<file path="src/rtl/frame_buffer_arbiter.sv">
// Frame-buffer memory port arbiter. Display reads always win the slot, and CPU writes and the clear engine share the remaining slots round-robin.
// Defining FRAME_BUFFER_ARBITER_STATS_EN enables the CPU stall counter on STALL_COUNT; otherwise that port is tied to zero.
module frame_buffer_arbiter #(
  parameter int ADDR_WIDTH = 15,
  parameter int DATA_WIDTH = 12,
  parameter int FB_DEPTH   = 19200
) (
  input  logic                  CLK,
  input  logic                  RESET,
  input  logic                  VGA_REQ,
  input  logic [ADDR_WIDTH-1:0] VGA_ADDR,
  output logic [DATA_WIDTH-1:0] VGA_DATA,
  output logic                  VGA_VALID,
  input  logic                  CPU_REQ,
  input  logic [ADDR_WIDTH-1:0] CPU_ADDR,
  input  logic [DATA_WIDTH-1:0] CPU_DATA,
  output logic                  CPU_GNT,
  output logic                  CPU_ERR,
  input  logic                  CLEAR_START,
  input  logic [DATA_WIDTH-1:0] CLEAR_COLOUR,
  output logic                  CLEAR_BUSY,
  output logic [ADDR_WIDTH-1:0] MEM_ADDR,
  output logic                  MEM_WE,
  output logic [DATA_WIDTH-1:0] MEM_WDATA,
  input  logic [DATA_WIDTH-1:0] MEM_RDATA,
  output logic [15:0]           STALL_COUNT
);
  localparam logic [ADDR_WIDTH:0]   DEPTH_EXT = (ADDR_WIDTH+1)'(FB_DEPTH);
  localparam logic [ADDR_WIDTH-1:0] LAST_ADDR = ADDR_WIDTH'(FB_DEPTH - 1);

  typedef enum logic {IDLE, CLEAR} state_t;

  state_t                state;
  logic                  ptr_clr;
  logic [ADDR_WIDTH-1:0] clr_cnt;
  logic [DATA_WIDTH-1:0] clr_colour;
  logic [1:0]            rd_pipe;
  logic                  clr_req;
  logic                  cpu_oob;
  logic                  cpu_win;
  logic                  clr_win;

  assign clr_req = (state == CLEAR);
  assign cpu_oob = ({1'b0, CPU_ADDR} >= DEPTH_EXT);
  // The grant is combinational so the CPU sees it in the winning cycle; it is gated by RESET so it drops at once.
  assign cpu_win = RESET && !VGA_REQ && CPU_REQ && (!clr_req || !ptr_clr);
  assign clr_win = !VGA_REQ && clr_req && (!CPU_REQ || ptr_clr);

  assign CPU_GNT    = cpu_win;
  assign CPU_ERR    = cpu_win && cpu_oob;
  assign CLEAR_BUSY = clr_req;

  always_ff @(posedge CLK or negedge RESET) begin
    if (!RESET) begin
      state      <= IDLE;
      ptr_clr    <= 1'b0;
      clr_cnt    <= '0;
      clr_colour <= '0;
      rd_pipe    <= '0;
      VGA_DATA   <= '0;
      VGA_VALID  <= 1'b0;
      MEM_ADDR   <= '0;
      MEM_WE     <= 1'b0;
      MEM_WDATA  <= '0;
    end else begin
      rd_pipe   <= {rd_pipe[0], VGA_REQ};
      VGA_VALID <= rd_pipe[1];
      if (rd_pipe[1]) VGA_DATA <= MEM_RDATA;

      MEM_WE <= 1'b0;
      if (VGA_REQ) begin
        MEM_ADDR <= VGA_ADDR;
      end else if (cpu_win) begin
        ptr_clr <= 1'b1;
        // An out-of-range write is acknowledged but never reaches memory.
        if (!cpu_oob) begin
          MEM_ADDR  <= CPU_ADDR;
          MEM_WDATA <= CPU_DATA;
          MEM_WE    <= 1'b1;
        end
      end else if (clr_win) begin
        ptr_clr   <= 1'b0;
        MEM_ADDR  <= clr_cnt;
        MEM_WDATA <= clr_colour;
        MEM_WE    <= 1'b1;
      end

      case (state)
        IDLE: begin
          if (CLEAR_START) begin
            state      <= CLEAR;
            clr_cnt    <= '0;
            clr_colour <= CLEAR_COLOUR;
          end
        end
        CLEAR: begin
          if (clr_win) begin
            if (clr_cnt == LAST_ADDR) state <= IDLE;
            else clr_cnt <= clr_cnt + 1'b1;
          end
        end
      endcase
    end
  end

`ifdef FRAME_BUFFER_ARBITER_STATS_EN
  logic [15:0] stall_cnt;

  always_ff @(posedge CLK or negedge RESET) begin
    if (!RESET) stall_cnt <= '0;
    else if (CPU_REQ && !cpu_win && stall_cnt != 16'hFFFF) stall_cnt <= stall_cnt + 16'd1;
  end

  assign STALL_COUNT = stall_cnt;
`else
  assign STALL_COUNT = 16'h0000;
`endif

endmodule

</file>
<file path="config.mk">
export PLATFORM = sky130hd
export DESIGN_NAME = frame_buffer_arbiter
export DESIGN_NICKNAME = d
export VERILOG_FILES = /design/src/rtl/frame_buffer_arbiter.sv
export SDC_FILE = /design/constraint.sdc
export NUM_CORES = 1
export LEC_CHECK = 0
export BUFFER_PORTS_ARGS = -buffer_cell sky130_fd_sc_hd__buf_2
export CAP_MARGIN = 20
export CORE_AREA = 2 2 67 133
export CTS_CLUSTER_SIZE = 40
export DETAILED_ROUTE_END_ITERATION = 8
export DIE_AREA = 0 0 69 135
export PLACE_DENSITY = 0.75
export SYNTH_ARGS = -nofsm -noshare
export SYNTH_HDL_FRONTEND = slang
export SYNTH_SLANG_ARGS = --single-unit
export TNS_END_PERCENT = 10
</file>
<file path="constraint.sdc">
create_clock -name CLK -period 1.7 [get_ports CLK]
set_input_delay 0.17 -clock CLK [delete_from_list [all_inputs] [get_ports CLK]]
set_output_delay 0.17 -clock CLK [all_outputs]
set_load 0.01 [all_outputs]
</file>
# [Yosys cells after proc, flatten, opt, wreduce, memory -nomap -nowiden]
# Cells that the tools add are included.
[word_totals] input_bits=71 out_inout_bits=60 regBits=72 wordCells=60
[op_classes] order_cmp=1 bitwise=2 reduce_logical=19 n_eq_ne=6 muxes=21 addsub=1
[op_table] cell="2-to-1 mux 15 bit" count=7
[op_table] cell="2-to-1 mux 12 bit" count=3
[op_table] cell="case mux 15 bit (2 select lines)" count=1
[op_table] cell="adder 15 x 1 -> 15 bit (second input constant)" count=1
[op_table] cell="equality test 15 bit (second input constant)" count=1
[op_table] cell=">= comparator 15 bit (second input constant)" count=1
[op_table] cell="2-to-1 mux 1 bit" count=9
[op_table] cell="logical AND 1 bit" count=6
[op_table] cell="!= test 2 bit (second input constant)" count=3
[op_table] cell="AND reduction 2 bit" count=3
[op_table] cell="AND reduction 3 bit" count=2
[op_table] cell="logical NOT 1 bit" count=4
[op_table] cell="!= test 3 bit (second input constant)" count=1
[op_table] cell="nonzero test 3 bit" count=1
[op_table] cell="logical OR 1 bit" count=2
[op_table] cell="!= test 2 x 1 -> 1 bit (second input constant)" count=1
[op_table] cell="inverter 1 bit" count=2
[op_table] cell="case mux 1 bit (2 select lines)" count=1
[op_table] cell="nonzero test 2 bit" count=1

# [Logic depth before layout (Yosys ltp)]
[logic_depth] depth_word=6 mapped_depth=8

# [Worst setup path before layout]
# Ideal clock, no wire load.
[synth_path] path_kind="register to register" startpoint="reg state (netlist: CLEAR_BUSY)" endpoint="reg MEM_WDATA[9]" arrival_time_ns=1.637 n_path_buf=2 t_required_ns=1.575 stages_incl_launch_ff=7 slack_ns=-0.061 cell_sequence="dfrtp_1 > buf_6 > nand2_2 > and4b_2 > a22oi_4 > buf_6 > mux2_2"
[synth_via] elab_chain_cells=5 word_cells_on_any_way=9 classes_between="1 x eq/ne; 1 x mux; 7 x reduce/logical"
[synth_lines] item="start, declared" line="33" source="state_t state;"
[synth_lines] item="start signal, assigned" line="55" source="state <= IDLE;"
[synth_lines] item="start signal, assigned" line="91" source="state <= CLEAR;"
[synth_lines] item="start signal, assigned" line="98" source="if (clr_cnt == LAST_ADDR) state <= IDLE;"
[synth_lines] item="logical NOT 1 bit" line="46" source="assign cpu_win = RESET && !VGA_REQ && CPU_REQ && (!clr_req || !ptr_clr);"
[synth_lines] item="logical OR 1 bit" line="46"
[synth_lines] item="logical AND 1 bit" line="46"
[synth_lines] item="!= test 2 bit (no source line) / nonzero test 2 bit (equally long branches)"
[synth_lines] item="AND reduction 3 bit (no source line)"
[synth_lines] item="end signal, assigned" line="84" source="MEM_WDATA <= clr_colour;"
[synth_lines] item="end, declared" line="24" source="output logic [DATA_WIDTH-1:0] MEM_WDATA,"
# Parallel ways exist; a longest one is shown, timed or not.
# A chain may end at the register's enable or synchronous reset.

# [Final worst setup path]
[layout_path] startpoint="reg state (netlist: CLEAR_BUSY)" endpoint="out CPU_ERR"
[layout_via] elab_chain_cells=4
[layout_lines] item="logical NOT 1 bit" line="46"
[layout_lines] item="logical OR 1 bit" line="46"
[layout_lines] item="logical AND 1 bit" line="46"
[layout_lines] item="logical AND 1 bit" line="50" source="assign CPU_ERR = cpu_win && cpu_oob;"
[layout_lines] item="end, declared" line="18" source="output logic CPU_ERR,"
# Every way passes these cells.

==> results.toml <==
[timing]
rsz0062_at_grt = "yes"
worst_pin_slew_ns = 0.891
setup_viol = 3
period_minus_slack_ns = 1.72
worst_slack_ns = -0.0223
fin_skew_ns = 0.00770
fmax_mhz = 581
drv_slew = 0
timing.slew.headroom_pct = 40.6
min_period_over_period_pct = 101
hold_viol_final = 0

[power_and_ir_drop]
power-per-cell-area_nw_per_um2 = 1090
leakagePower_nw = 2.50
p_int_w = 0.00390
swShare_pct = 28.0
ir_worst_vdd_uv = 978
pwr-share-comb_pct = 22.3
pwr-share-seq_pct = 40.0
clkPwrFrac_pct = 37.7
p_total_w = 0.00542
p_sw_w = 0.00152

[worst_setup_path]
path_max_fanout = 4
end_kind = "output pin"
r2r-end = "clr_cnt[4]"
criticalPathCategory = "reg -> out"
start_kind = "flip-flop"
r2r_cells = 6
regToRegSetupSlack_ns = -0.01
crit_required_ns = 1.53
r2r-start = "CLEAR_BUSY"
worstPathArrival_ns = 1.55

[global_route]
grt_pass1_vias = 3189
grt-ovfl-total = 0
grt_usage_pct = 20.4
grt_pass1_wl_um = 15100
grt_max_degree = 73
antenna_found_initial = 0

[drt]
wl_per_cell_um = 17.2
drtIter0Drc = 388
dr.pass1.iters = 8
wl_um = 9820
ant_nets = 0
via_count = 3141
viasPerCell = 5.51
drc = 0

[clocking]
clkLatencyLatePin_ns = 0.34
postCtsHoldBufs = 0
cts-root-buf = "clkbuf_16"
cts.clk_slew.worst_paths_ns = 0.06
numCtsBuffers = 9
clock_sinks = 72
cts_max_path_buffers = 2
htreeDepth = 3
cts_tree = "built"

[placed_design]
dpl.hpwl_um = 6930
port_buffers = 114
pre_cts_ws_ns = -0.0494
place_congestion = 0.877

[logic_synthesis]
avgSynthCellArea_um2 = 11.4
ys_seq_elements = 72
yosysSeqAreaShare_pct = 49.1
syn_area_um2 = 3670
synth_edf_count = 0
async_reset_ff_share_pct = 100
synth-main-ff-cell = "dfrtp_1"
yosysWarnings = 0
syn_inst = 321
ys_types = 52

[floorplan]
core_area_um2 = 8230
chipHeight_um = 135
placementRows = 47
start_util_pct = 44.6
dieArea_um2 = 9320
die_x_um = 69
io_pins = 131

[run_status]
violations = "setup timing"
status = "finished, violations left"

[run]
cap_violations = 0

[final_layout]
drive_gt1_share_pct = 47.9
nNetsFinal = 539
area_growth_pct = 34.8
diodes = 0

[hold_path]
hp-class = "in -> reg"
min_to = "clr_colour[2]"
min_from = "CLEAR_COLOUR[2]"
min_delay_path_depth = 3
stage by stage:
step                std cells  hold slack [ns]  cell area [µm²]   TNS (ns)  util [%]
finish                    570           0.0189             4950    -0.0384      60.1
global route              570           0.0168             4950     -0.860      60.1
global placement          548            0.332             4460  -0.000408      54.2
CTS                       569           0.0106             4860   -0.00754      59.1
floorplan                 336           -0.126             3740          0         -
detailed placement        548            0.336             4460     -0.302      54.2
power groups by stage:
stage	Combinational (W)	Sequential (W)	Clock (W)
final	0.00121	0.00216	0.00204
after global routing	0.00130	0.00220	0.00217
after CTS	0.00115	0.00216	0.00208
after detailed placement	0.00113	0.00218	0
after global placement	0.00109	0.00217	0
after floorplan	0.000553	0.00224	0
routing by layer:
layer,GRT usage [%],share of wire [%],up-vias
met5,0,0,-
met2,38.8,57,163
met3,4.85,5.7,27
li1,-,-,1431
met4,9.91,3.1,0
met1,20.2,34,1520
kinds of logic after synthesis:
kind of cell / count (synthesis) / share of synthesized area (%)
AND/OR/NAND/NOR: 94 / 14.9
flip-flops: 72 / 49.1
multiplexers: 55 / 16.5
buffers and inverters: 50 / 8.25
AO/OA/AOI/OAI: 48 / 10.8
adder cells (fa/ha/maj): 1 / 0.341
other: 1 / 0.102
cell type report:
cell class | instances | area, µm²
Fill cell | 674 | 3280
Sequential cell | 72 | 1800
Multi-Input combinational cell | 214 | 1700
Timing Repair Buffer | 152 | 920
Clock buffer | 9 | 225
Tap cell | 98 | 123
Clock inverter | 7 | 101
Inverter | 17 | 71.3
Timing Repair inverter | 1 | 6.26
flip-flops by register name (all words and copies together) (netlist names):
signal / cells
MEM_WE: 1
VGA_VALID: 1
rd_pipe: 2
clr_cnt: 15
CLEAR_BUSY: 1
MEM_WDATA: 12
MEM_ADDR: 15
VGA_DATA: 12
ptr_clr: 1
clr_colour: 12
critical path, cell delays in order, from the launching register on:
cell	delay, ns
dfrtp_1	0.41
buf_6	0.14
nand2_4	0.07
and4b_2	0.33
and2_4	0.17
buf_6	0.09
Yosys cell counts, types with 3 or more instances:
cell type,number,area [µm²]
a21oi_1,10,50.1
o31ai_1,6,45.0
nand2_1,48,180
mux2_2,28,315
dfrtp_1,72,1800
buf_2,5,25.0
nand3_1,8,40.0
clkbuf_1,5,18.8
mux2i_1,19,190
o21ai_0,6,30.0
inv_1,16,60.1
or4_1,6,45.0
buf_4,16,120
buf_6,5,56.3
a222oi_1,14,140
mux2_1,5,56.3
mux2_4,3,45.0
nand2b_1,7,43.8
how the worst max path moves through the flow:
stage / endpoint / slack (ns) / start / cells past startpoint
after floorplan: MEM_WDATA[9] / 0.009 / CLEAR_BUSY / 6
after global placement: MEM_WDATA[9] / -0.0004 / CPU_ADDR[8] / 6
after detailed placement: clr_cnt[4] / -0.05 / clr_cnt[0] / 6
after CTS: CPU_ERR / -0.008 / CLEAR_BUSY / 5
after global routing: clr_cnt[5] / -0.07 / clr_cnt[0] / 6
final: CPU_ERR / -0.02 / CLEAR_BUSY / 5
cells in the final DEF (no fill, tap or decap), drive strengths merged, types with 8 or more instances in the layout:
cell type | netlist | final
buf | 28 | 151
nand2 | 49 | 49
a222oi | 14 | 14
conb | 1 | 16
a21oi | 11 | 11
mux2 | 36 | 36
nand3 | 8 | 8
mux2i | 19 | 19
dfrtp | 72 | 72
inv | 17 | 20
clkbuf | 5 | 10
repair_timing:
action / CTS / global route
gates cloned: 1 / 1
resized for setup: 9 / 14
setup endpoints to repair: 13 / 33
setup buffers: 4 / 0
pin swaps: 0 / 3
(Power assumes the default switching activity.)
